**config.mk**
```make
export PLATFORM = sky130hd
export DESIGN_NAME = window_conv_mac_flat
export DESIGN_NICKNAME = d
export VERILOG_FILES = /design/src/rtl/window_conv_mac_pkg.sv /design/src/rtl/window_conv_mac_if.sv /design/src/rtl/window_conv_mac_tap_mul.sv /design/src/rtl/window_conv_mac.sv /design/src/flat_wrapper.sv
export SDC_FILE = /design/constraint.sdc
export NUM_CORES = 1
export LEC_CHECK = 0
export CORE_MARGIN = 2
export CORE_UTILIZATION = 45
export CTS_CLUSTER_DIAMETER = 30
export DETAILED_ROUTE_END_ITERATION = 6
export MAX_ROUTING_LAYER = met4
export PLACE_DENSITY_LB_ADDON = 0.12
export SYNTH_ARGS = -nofsm -noshare
export SYNTH_HDL_FRONTEND = slang
export SYNTH_SLANG_ARGS = --single-unit
```
**constraint.sdc**
```tcl
create_clock -name clk -period 15.6 [get_ports clk]
set_input_delay 4.68 -clock clk [delete_from_list [all_inputs] [get_ports clk]]
set_output_delay 4.68 -clock clk [all_outputs]
set_load 0.005 [all_outputs]
```
**src/rtl/window_conv_mac_pkg.sv**
```systemverilog
// Shared widths, FSM encoding and payload structs for the 3x3 window MAC stage.
package window_conv_mac_pkg;

  localparam int unsigned DATA_WIDTH       = 4;
  localparam int unsigned HALF_WINDOW_SIZE = 1;
  localparam int unsigned WINDOW_SIZE      = 2 * HALF_WINDOW_SIZE + 1;
  localparam int unsigned TAPS             = WINDOW_SIZE * WINDOW_SIZE;
  localparam int unsigned COEF_WIDTH       = 8;
  localparam int unsigned ACC_WIDTH        = DATA_WIDTH + COEF_WIDTH + 5;
  localparam int unsigned ADDR_WIDTH       = 16;
  localparam int unsigned CNT_WIDTH        = $clog2(TAPS);

  typedef enum logic [1:0] {
    ST_IDLE = 2'd0,
    ST_MAC  = 2'd1,
    ST_OUT  = 2'd2
  } state_e;

  // Window snapshot taken on acceptance; immune to later input changes.
  typedef struct packed {
    logic [TAPS*DATA_WIDTH-1:0] value;
    logic [TAPS*COEF_WIDTH-1:0] coef;
    logic [ACC_WIDTH-1:0]       thr;
    logic [ADDR_WIDTH-1:0]      addr;
  } window_t;

  typedef struct packed {
    logic [ACC_WIDTH-1:0]  result;
    logic [ADDR_WIDTH-1:0] addr;
    logic                  spike;
  } result_t;

endpackage

```
**src/rtl/window_conv_mac_if.sv**
```systemverilog
// Window-in / result-out bus between the scheduler, the MAC stage and the neuron update stage.
interface window_conv_mac_if;
  import window_conv_mac_pkg::*;

  logic [TAPS*DATA_WIDTH-1:0] in_window_value;
  logic [ADDR_WIDTH-1:0]      in_window_addr;
  logic                       in_window_valid;
  logic                       window_req;
  logic [TAPS*COEF_WIDTH-1:0] kernel_coef;
  logic [ACC_WIDTH-1:0]       threshold;
  logic [ACC_WIDTH-1:0]       out_result;
  logic [ADDR_WIDTH-1:0]      out_addr;
  logic                       out_spike;
  logic                       out_valid;
  logic                       out_ready;
  logic                       overrun;

  modport master (
    output in_window_value, in_window_addr, in_window_valid, kernel_coef, threshold, out_ready,
    input  window_req, out_result, out_addr, out_spike, out_valid, overrun
  );

  modport slave (
    input  in_window_value, in_window_addr, in_window_valid, kernel_coef, threshold, out_ready,
    output window_req, out_result, out_addr, out_spike, out_valid, overrun
  );

endinterface

```
**src/rtl/window_conv_mac_tap_mul.sv**
```systemverilog
// Single-tap product: unsigned event value times signed coefficient, widened to accumulator width.
module tap_mul
  import window_conv_mac_pkg::*;
(
  input  logic        [DATA_WIDTH-1:0] data_i,
  input  logic signed [COEF_WIDTH-1:0] coef_i,
  output logic signed [ACC_WIDTH-1:0]  prod_o
);

  logic signed [ACC_WIDTH-1:0] data_ext;
  logic signed [ACC_WIDTH-1:0] coef_ext;

  assign data_ext = $signed({{(ACC_WIDTH - DATA_WIDTH){1'b0}}, data_i});
  assign coef_ext = ACC_WIDTH'(coef_i);
  assign prod_o   = data_ext * coef_ext;

endmodule

```
**src/rtl/window_conv_mac.sv**
```systemverilog
// Sequential 3x3 weighted sum: latch a window, one MAC per cycle, present result with spike flag.
module window_conv_mac
  import window_conv_mac_pkg::*;
(
  input  logic                clk,
  input  logic                rst,
  window_conv_mac_if.slave    bus
);

  state_e                      state_q, state_d;
  logic [CNT_WIDTH-1:0]        tap_cnt_q, tap_cnt_d;
  logic signed [ACC_WIDTH-1:0] acc_q, acc_d;
  window_t                     win_q, win_d;
  result_t                     res_q, res_d;
  logic                        out_valid_q, out_valid_d;
  logic                        overrun_q, overrun_d;

  logic [DATA_WIDTH-1:0]       tap_val;
  logic [COEF_WIDTH-1:0]       tap_coef;
  logic signed [ACC_WIDTH-1:0] tap_prod;
  logic signed [ACC_WIDTH-1:0] acc_sum;

  assign tap_val  = win_q.value[32'(tap_cnt_q) * DATA_WIDTH +: DATA_WIDTH];
  assign tap_coef = win_q.coef[32'(tap_cnt_q) * COEF_WIDTH +: COEF_WIDTH];

  tap_mul u_tap_mul (
    .data_i (tap_val),
    .coef_i (tap_coef),
    .prod_o (tap_prod)
  );

  assign acc_sum = acc_q + tap_prod;

  assign bus.window_req = (state_q == ST_IDLE);
  assign bus.out_result = res_q.result;
  assign bus.out_addr   = res_q.addr;
  assign bus.out_spike  = res_q.spike;
  assign bus.out_valid  = out_valid_q;
  assign bus.overrun    = overrun_q;

  always_ff @(posedge clk or posedge rst) begin
    if (rst) begin
      state_q     <= ST_IDLE;
      tap_cnt_q   <= '0;
      acc_q       <= '0;
      win_q       <= '0;
      res_q       <= '0;
      out_valid_q <= 1'b0;
      overrun_q   <= 1'b0;
    end else begin
      state_q     <= state_d;
      tap_cnt_q   <= tap_cnt_d;
      acc_q       <= acc_d;
      win_q       <= win_d;
      res_q       <= res_d;
      out_valid_q <= out_valid_d;
      overrun_q   <= overrun_d;
    end
  end

  always_comb begin
    state_d     = state_q;
    tap_cnt_d   = tap_cnt_q;
    acc_d       = acc_q;
    win_d       = win_q;
    res_d       = res_q;
    out_valid_d = out_valid_q;
    overrun_d   = overrun_q;

    // A window offered while busy is dropped and flagged until reset.
    if (bus.in_window_valid && (state_q != ST_IDLE)) begin
      overrun_d = 1'b1;
    end

    case (state_q)
      ST_IDLE: begin
        if (bus.in_window_valid) begin
          win_d.value = bus.in_window_value;
          win_d.coef  = bus.kernel_coef;
          win_d.thr   = bus.threshold;
          win_d.addr  = bus.in_window_addr;
          acc_d       = '0;
          tap_cnt_d   = '0;
          state_d     = ST_MAC;
        end
      end
      ST_MAC: begin
        acc_d     = acc_sum;
        tap_cnt_d = tap_cnt_q + 1'b1;
        if (tap_cnt_q == CNT_WIDTH'(TAPS - 1)) begin
          res_d.result = acc_sum;
          res_d.addr   = win_q.addr;
          res_d.spike  = (acc_sum >= $signed(win_q.thr));
          out_valid_d  = 1'b1;
          state_d      = ST_OUT;
        end
      end
      ST_OUT: begin
        if (bus.out_ready) begin
          out_valid_d = 1'b0;
          state_d     = ST_IDLE;
        end
      end
      default: state_d = ST_IDLE;
    endcase
  end

endmodule

```
**src/flat_wrapper.sv**
```systemverilog
// flat-port wrapper written by rule: the top's interface ports become plain ports
module window_conv_mac_flat import window_conv_mac_pkg::*;
  (clk, rst, bus_in_window_value, bus_in_window_addr, bus_in_window_valid, bus_kernel_coef, bus_threshold, bus_out_ready, bus_window_req, bus_out_result, bus_out_addr, bus_out_spike, bus_out_valid, bus_overrun);
  window_conv_mac_if bus_i ();
  input  logic clk;
  input  logic rst;
  input wire logic [$bits(bus_i.in_window_value)-1:0] bus_in_window_value;
  input wire logic [$bits(bus_i.in_window_addr)-1:0] bus_in_window_addr;
  input wire logic [$bits(bus_i.in_window_valid)-1:0] bus_in_window_valid;
  input wire logic [$bits(bus_i.kernel_coef)-1:0] bus_kernel_coef;
  input wire logic [$bits(bus_i.threshold)-1:0] bus_threshold;
  input wire logic [$bits(bus_i.out_ready)-1:0] bus_out_ready;
  output wire logic [$bits(bus_i.window_req)-1:0] bus_window_req;
  output wire logic [$bits(bus_i.out_result)-1:0] bus_out_result;
  output wire logic [$bits(bus_i.out_addr)-1:0] bus_out_addr;
  output wire logic [$bits(bus_i.out_spike)-1:0] bus_out_spike;
  output wire logic [$bits(bus_i.out_valid)-1:0] bus_out_valid;
  output wire logic [$bits(bus_i.overrun)-1:0] bus_overrun;
  assign bus_i.in_window_value = bus_in_window_value;
  assign bus_i.in_window_addr = bus_in_window_addr;
  assign bus_i.in_window_valid = bus_in_window_valid;
  assign bus_i.kernel_coef = bus_kernel_coef;
  assign bus_i.threshold = bus_threshold;
  assign bus_i.out_ready = bus_out_ready;
  assign bus_window_req = bus_i.window_req;
  assign bus_out_result = bus_i.out_result;
  assign bus_out_addr = bus_i.out_addr;
  assign bus_out_spike = bus_i.out_spike;
  assign bus_out_valid = bus_i.out_valid;
  assign bus_overrun = bus_i.overrun;
  window_conv_mac u_core (.clk(clk), .rst(rst), .bus(bus_i));
endmodule
```
==> impl_results.md <==
* Status: finished, final reports clean
* Post-synthesis register bit count at 200
* FMAX at 0.1197 GHz
* Clk root buf: clkbuf_16
* Final ANT Viol Nets at 0
* Vias at 8394
* Gr usage total at 21.45%
* Worst R2R Setup Slack at 7.24 ns
* Adder-Cell Fraction of Synth Area at 10.11%
* TritonRoute pass-1 iters at 5
* Area growth syn-to-layout at 24.51%
* Netlist Area Pre-Place at 10870 sq um
* Postcts setup bufs at 0
* Synth Area in Simple Gates at 22.31%
* Clock latency at the later pin of the worst-skew pair at 0.44 ns
* Worst Setup Start Kind: flip-flop
* Mapped Avg Cell Area at 8.974 sq um
* Nets at 1583
* Crit path top cell by count: ha_1
* Critical path capture point type: flip-flop
* Largest net degree at the start of global routing at 129
* CP arrival at 8.66 ns
* DPL Wire Length at 18.61 mm
* WS Path Type: flip-flop to flip-flop
* Die ar. at 25410 sq um
* Post-route setup TNS at 0 ns
* Most frequent cell after synthesis: nand2_1
* Post-Synthesis Cells at 1211
* Worst-path fanout max at 32
* Yosys warnings at 0
* Largest family of logic cells by synthesized area: simple AND/OR/NAND/NOR gates
* Post-synth cell types at 60
* CTS tree: done
* Hold buffer count at CTS at 0
* Num ports at 182
* Slew headroom at 24.98%
* Via density at 4.958
* Sequential fraction of the synthesis area at 46.05%
* Diodes inserted at 0
* Max cap viols at 0
* Drc violations at 0
* Pin slew with the least headroom to its limit at 1.125 ns
* Core area at 23610 sq um
* Post-synthesis compound-gate area fraction at 7.702%
* Cell taking the most area after synthesis: dfrtp_1
* CP top delay family: compound AO/OA/AOI/OAI gates
* Initial antenna violation count at 0
* Mapped Nets at 1433
* Post-synth top cells: nand2_1, dfrtp_1, inv_1
* Die width at 159.4 um
* Clk sinks at 200
* Total gr overflow at 0
* Bufs on Longest Clock Path at 2
* Number of synthesized flops with an enable pin at 0
* Xor and xnor area share after synthesis at 2.498%
* Final-report max-slew violation count at 0
* Fin. Hold Viols at 0
* Final setup vio count at 0
* Unrepaired setup endpoints after global routing: no
* Worst stage delay on the critical path at 1.01 ns
* Ys async rst share at 100.0%
* Vias in the first global route at 8498
* Number of CTS-inserted buffers at 17
* Mux share of post-synthesis cell area at 6.332%
* Worst min-delay path category: flip-flop to flip-flop
* Crit path max-delay cell type: dfrtp_2
* Initial Util at 46.03%
* Drt total wl at 25.67 mm
* Number of port buffers at 181
* Post-cts sizing count at 0
* Chip height at 159.4 um
* Clock Pin Slew Worst Setup and Hold Paths at 0.09 ns
* Global-route wire length before repair at 42.89 mm
* Row count at 56
* Yosys top cell area share at 46.05%
* H-tree Lvls at 4
* Ys flop type: dfrtp_1
* Share of cells above drive strength 1 at 5.968%
* GPL Wtd Cong at 0.8359
* Top cells by area, synth: dfrtp_1, nand2_1, ha_1
* Initial DRC Count at 563
* Required @ worst endpoint at 15.91 ns
* DR WL/cell at 15.16 um
* Final min period at 8.355 ns
* Worst Clk Skew at 0.01641 ns
* Fin crit share at 53.56%
* Crit path buf inv count at 2
## logic make-up (layout without fill, tap and decap cells)
group | Yosys count | in the layout
AND/OR/NAND/NOR | 591 | 591
AO/OA/AOI/OAI | 138 | 138
XOR/XNOR | 27 | 27
buffers and inverters | 138 | 301
adder cells (fa/ha/maj) | 77 | 77
flip-flops | 200 | 200
multiplexers | 40 | 40
## per-stage QoR
step / cell area [sq um] / util (%) / instances / setup WS, ns / hold WS, ns
5_1_grt: 13530 / 57.31 / 1693 / 6.613 / 0.4962
2_1_floorplan: 10870 / - / 1211 / 5.466 / 0.4373
3_5_place_dp: 12910 / 54.66 / 1661 / 7.181 / 0.4526
4_1_cts: 13530 / 57.31 / 1693 / 7.174 / 0.4725
6_report: 13530 / 57.31 / 1693 / 7.245 / 0.4718
3_3_place_gp: 12910 / 54.66 / 1661 / 7.445 / 0.4464
## tightest hold or removal path: stages (launching register included)
cell and delay [ns]:
dfrtp_1 0.35, nand2_1 0.05, nand2_1 0.05
## path summary, 6_finish.rpt
kind,start,to,depth (start not counted)
max,u_core.tap_cnt_q[0]$_DFFE_PP0P_,u_core.bus.out_spike$_DFFE_PP0P_,27
min,u_core.win_q[13]$_DFFE_PP0P_,u_core.bus.out_addr[13]$_DFFE_PP0P_,2
max reg2reg,u_core.tap_cnt_q[0]$_DFFE_PP0P_,u_core.bus.out_spike$_DFFE_PP0P_,27
min reg2reg,u_core.win_q[13]$_DFFE_PP0P_,u_core.bus.out_addr[13]$_DFFE_PP0P_,2
max in group asynchronous,rst,u_core.bus.out_result[12]$_DFFE_PP0P_,3
min in group asynchronous,rst,u_core.win_q[130]$_DFFE_PP0P_,2
## final cells by class
cell class	instances	area (sq um)
clock buffers	18	439.2
clock inverters	14	186.4
fillers	2147	10080
inverters	83	321.6
multi-input cells	873	5330
flip-flops and latches	200	5006
well taps	319	399.1
repair buffers	186	1849
## cells in the final DEF (no fill, tap or decap), drive strengths merged, types with 3 or more instances in the layout
master / instances
buf: 5
nor4: 3
o31ai: 4
inv: 89
a211o: 3
and3: 4
a21oi: 26
nand3: 17
a21o: 8
xor2: 11
nor2b: 6
mux2i: 14
clkinv: 7
o21bai: 6
fa: 18
o21a: 6
o211ai: 3
clkdlybuf4s50: 181
clkbuf: 18
mux2: 4
xnor2: 15
nor2: 15
and2: 27
mux4: 22
dfrtp: 200
or2: 5
o21ai: 68
nand2b: 5
ha: 59
nand2: 494
nor3: 4
nand4: 3
## state kept, by name, indices dropped and copies added, names as in the netlist
signal and count:
u_core.win_q 141, u_core.acc_q 17, u_core.bus.out_result 17, u_core.bus.out_addr 16, u_core.tap_cnt_q 4, u_core.state_q 2, u_core.bus.out_spike 1, u_core.bus.out_valid 1
u_core.bus.overrun 1
## routing by layer
layer	track usage (%)	share of wire [%]	up-vias
li1	-	-	4206
met2	34.82	49	156
met4	4.298	0.89	0
met5	-	0	-
met3	3.282	3.2	15
met1	28.87	47	4017
Power is left out: the tool's default activity adds up to more than one toggle a clock period on the data nets, which glitch-free logic cannot reach.
